--- src/rtl/riscv_pkg.sv ---
// Shared RV32I core constants: register width, register count and x0 index.
// Pure definitions; no latency or flow control.
package riscv_pkg;

    localparam int XLEN       = 32;
    localparam int NUM_REGS   = 32;
    localparam int REG_ADDR_W = 5;

    localparam logic [REG_ADDR_W-1:0] REG_ZERO = 5'd0;

endpackage : riscv_pkg

--- src/rtl/register_file.sv ---
// Integer register file: 2 combinational read ports with WB->ID write-through, 1 write port; x0 reads 0.
// Latency: reads zero-cycle, writes land on the clk edge; no backpressure (always accepts a write).
module register_file
    import riscv_pkg::*;
#(
    parameter int DATA_WIDTH = XLEN,
    parameter int ADDR_WIDTH = REG_ADDR_W
) (
    input  logic                  clk,
    input  logic                  rst,
    input  logic                  reg_write,
    input  logic [ADDR_WIDTH-1:0] write_addr,
    input  logic [DATA_WIDTH-1:0] write_data,
    input  logic [ADDR_WIDTH-1:0] read_addr1,
    input  logic [ADDR_WIDTH-1:0] read_addr2,
    output logic [DATA_WIDTH-1:0] read_data1,
    output logic [DATA_WIDTH-1:0] read_data2
);

    localparam int DEPTH = 2 ** ADDR_WIDTH;
    localparam logic [ADDR_WIDTH-1:0] ZERO_ADDR = ADDR_WIDTH'(REG_ZERO);

    logic [DATA_WIDTH-1:0] regs [DEPTH];
    logic                  wr_en;
    logic [ADDR_WIDTH-1:0] rd_addr [2];
    logic [DATA_WIDTH-1:0] rd_data [2];

    // Only a real destination with reset released may write or be forwarded.
    assign wr_en = reg_write && !rst && (write_addr != ZERO_ADDR);

    always_ff @(posedge clk or posedge rst) begin
        if (rst) begin
            for (int i = 0; i < DEPTH; i++) begin
                regs[i] <= '0;
            end
        end else if (wr_en) begin
            regs[write_addr] <= write_data;
        end
    end

    assign rd_addr[0] = read_addr1;
    assign rd_addr[1] = read_addr2;

    // Same read mux for both ports; forwarding lets WB and ID overlap in one cycle.
    always_comb begin
        for (int p = 0; p < 2; p++) begin
            rd_data[p] = '0;
            if (rd_addr[p] == ZERO_ADDR) begin
                rd_data[p] = '0;
            end else if (wr_en && (rd_addr[p] == write_addr)) begin
                rd_data[p] = write_data;
            end else begin
                rd_data[p] = regs[rd_addr[p]];
            end
        end
    end

    assign read_data1 = rd_data[0];
    assign read_data2 = rd_data[1];

endmodule : register_file

--- config.mk ---
export PLATFORM = sky130hd
export DESIGN_NAME = register_file
export DESIGN_NICKNAME = d
export VERILOG_FILES = /design/src/rtl/riscv_pkg.sv /design/src/rtl/register_file.sv
export SDC_FILE = /design/constraint.sdc
export NUM_CORES = 2
export LEC_CHECK = 0
export CORE_ASPECT_RATIO = 1.1
export CORE_MARGIN = 5
export CORE_UTILIZATION = 30
export CTS_CLUSTER_DIAMETER = 50
export DETAILED_ROUTE_END_ITERATION = 6
export MAX_ROUTING_LAYER = met4
export PLACE_DENSITY = 0.51
export SYNTH_ARGS = -nofsm -noshare
export SYNTH_HDL_FRONTEND = slang
export SYNTH_SLANG_ARGS = --single-unit
--- constraint.sdc ---
create_clock -name clk -period 48.1 [get_ports clk]
set_clock_uncertainty 0.2 [all_clocks]
set_input_delay 9.62 -clock clk [delete_from_list [all_inputs] [get_ports clk]]
set_output_delay 9.62 -clock clk [all_outputs]
set_load 0.1 [all_outputs]
==> impl_metrics.json <==
{
  "outcome": "finished clean",
  "ys_warn_count": 0,
  "synthMuxAreaShare_pct": 40.6,
  "synth_top_area_cell": "dfrtp_1",
  "cts_max_path_buffers": 3,
  "global_route_wire_length_before_repair_um": 302000,
  "asyncSetResetFlopFracSynth_pct": 100,
  "vdd_drop_max_uv": 21.6,
  "clock_tree.root_cell": "clkbuf_16",
  "critPathKind": "in -> out",
  "worst_setup_path_end_kind": "primary output",
  "dieWidth_um": 420,
  "globalRouteOverflowTotal": 0,
  "max_h_tree_level": 4,
  "placement.io_buffers": 113,
  "nets": 3978,
  "netlist_area_um2": 55400,
  "start_kind": "input port",
  "clk_latency_ps": 760,
  "cap_viol_max_count": 0,
  "post_synth_inst_count": 3991,
  "total_track_usage_pct": 22.3,
  "worstReg2RegStart": "regs[444]",
  "share_of_synthesized_cell_area_in_and_or_nand_and_nor_gates_pct": 3.25,
  "drtIter0Drc": 3596,
  "syn_area_per_cell_um2": 13.9,
  "drive_gt1_share_pct": 46.4,
  "cts_post_setup_buffers_inserted": 0,
  "critPathRequiredTime_ps": 38280,
  "regMostFlops": "regs",
  "r2r.worst_path.cells": 1,
  "die_y_um": 461,
  "areaGrowthSynthToFinish_pct": 15.0,
  "fraction_of_the_cycle_the_final_worst_path_needs_pct": 51.4,
  "dieArea_um2": 194000,
  "synth-edff-count": 0,
  "min_delay_worst_endpoint": "regs[1018]",
  "antenna_found_initial": 12,
  "max-slew-margin-rel_pct": 13.5,
  "count_of_instances_resized_after_the_clock_tree_is_built": 0,
  "remaining_drc_errors": 0,
  "yosys-top-cells-count": "1090 x mux2_2, 1024 x dfrtp_1, 340 x mux4_2",
  "cts_tree": "yes",
  "critPathArrivalTime_ps": 14890,
  "place_hpwl_um": 119000,
  "regToRegEndpoint": "regs[444]",
  "reg_top3": "regs (1024)",
  "worstHoldPathType": "reg -> reg",
  "std_cell_rows": 165,
  "hold_violations": 0,
  "grt_max_degree": 169,
  "synthMostInstantiatedCell": "mux2_2",
  "yosys-top-cells-area": "dfrtp_1 46%, mux2_2 22%, mux4_2 14%, mux2i_1 4.5%, clkbuf_1 1.6%",
  "synth_compound_area_share_pct": 6.01,
  "reg2reg_setup_slack_ps": 47090,
  "min_clock_period_post_route_ps": 24710,
  "hold_buffer_count_at_cts": 0,
  "worst_hold_path.num_cells": 0,
  "synth.net_count": 4041,
  "cts_inserted_buffers": 145,
  "design_power_total_mw": 2.60,
  "tritoncts_num_sinks": 1024,
  "synth_adder_area_share_pct": 0,
  "worst_slew_pin_slew_ps": 1290,
  "synth_seq_cells": 1024,
  "gp_congestion": 0.798,
  "slew_viols_final": 0,
  "drt_pass1_iterations": 5,
  "dominantRegCellSynth": "dfrtp_1",
  "totalNegativeSetupSlack_ps": 0,
  "post_synth_xor_xnor_area_pct": 0.158,
  "post-synth-top-area-fraction_pct": 46.2,
  "power.density_cell_area_nw_per_um2": 40.8,
  "post_drt_via_cell_ratio": 5.82,
  "routed_wirelength_um": 212000,
  "total_leakage_power_nw": 28.2,
  "holdCritStartpoint": "regs[1018]",
  "synth_top_family_by_area": "multiplexers",
  "synth.yosys.seq_area_share_pct": 46.2,
  "initial_core_util_pct": 30.2,
  "largest_reg_flops": 1024,
  "report.final.setup_viol": 0,
  "pin_count": 114,
  "cts.clk_slew.worst_paths_ps": 50,
  "final_ant_viol_nets": 0,
  "wl_per_cell_um": 32.8,
  "placeable_core_region_um2": 184000,
  "rsz_0062_raised_after_global_routing": "no",
  "routed-via-count": 37600,
  "netlist-cell-type-count": 62,
  "number_of_global_route_vias_before_repair": 38800,
  "worst-path-max-fanout": 61,
  "achievable-frequency_mhz": 40.5
}
## area by class of cell
class	instances	area (µm²)
Clock buffer	197	4200
Inverter	4	22.5
Antenna cell	3	7.51
Timing Repair Buffer	243	2170
Fill cell	18000	120000
Tap cell	2421	3030
Multi-Input combinational cell	2510	28000
Clock inverter	59	683
Sequential cell	1024	25600
## worst max-delay path by stage
| stage | start | endpoint | slack [ps] | cells after the start |
|---|---|---|---|---|
| 6_report | read_addr1[0] | read_data1[11] | 23390 | 9 |
| 5_1_grt | read_addr2[0] | read_data2[0] | 23170 | 9 |
| 4_1_cts | read_addr2[0] | read_data2[0] | 23360 | 9 |
| 3_5_place_dp | read_addr2[0] | read_data2[0] | 23380 | 9 |
| 3_3_place_gp | read_addr2[0] | read_data2[0] | 23390 | 9 |
| 2_1_floorplan | rst | regs[0] | 9460 | 1 |
## critical path, stage by stage
cell,delay (ps)
buf_8,530
buf_4,810
buf_4,930
mux4_2,380
mux2i_1,80
a211oi_1,270
nor4_1,90
nor3_1,650
clkdlybuf4s50_1,1270
## layer usage
metal | vias up | part of all wire [%] | GRT usage (%)
met2 | 1281 | 48 | 35.5
met1 | 20700 | 43 | 29.6
met3 | 385 | 5.8 | 3.42
li1 | 15300 | - | -
met5 | - | 0 | -
met4 | 0 | 3.4 | 6.90
## power breakdown
group	internal [mW]	total [mW]	switching, mW
registers	0.972	1.05	0.0801
logic	0.217	0.452	0.235
clock network	0.675	1.09	0.419
total	1.86	2.60	0.734
## logic make-up (layout without fill, tap and decap cells)
family	count (synthesis)	in the layout
flops	1024	1024
compound gates	465	465
other cells	0	3
buf+inv	457	503
xor+xnor	10	10
simple gates	347	347
mux	1688	1688
## stage by stage
step                      util [%]  cell area [µm²]  std cells  setup slack (ps)  hold WS (ps)
after detailed placement      32.0            58900       6202             23380           183
after global placement        32.0            58900       6202             23390           177
final                         34.7            63700       6461             23390           188
after CTS                     34.7            63700       6458             23360           194
after global routing          34.7            63700       6460             23170           204
after floorplan                  -            55400       3991              9460           241
## cell usage in the layout (no fill, tap or decap), types with 51 or more instances in the layout
master,n
mux2_2,1090
mux4_2,340
clkdlybuf4s50_1,102
a221oi_1,56
dfrtp_1,1024
clkbuf_16,150
nor3_1,51
mux2i_1,251
o22ai_1,87
buf_4,128
nor2_1,79
o21ai_0,67
a22oi_1,56
No activity file was read; power rests on OpenSTA's default activity.
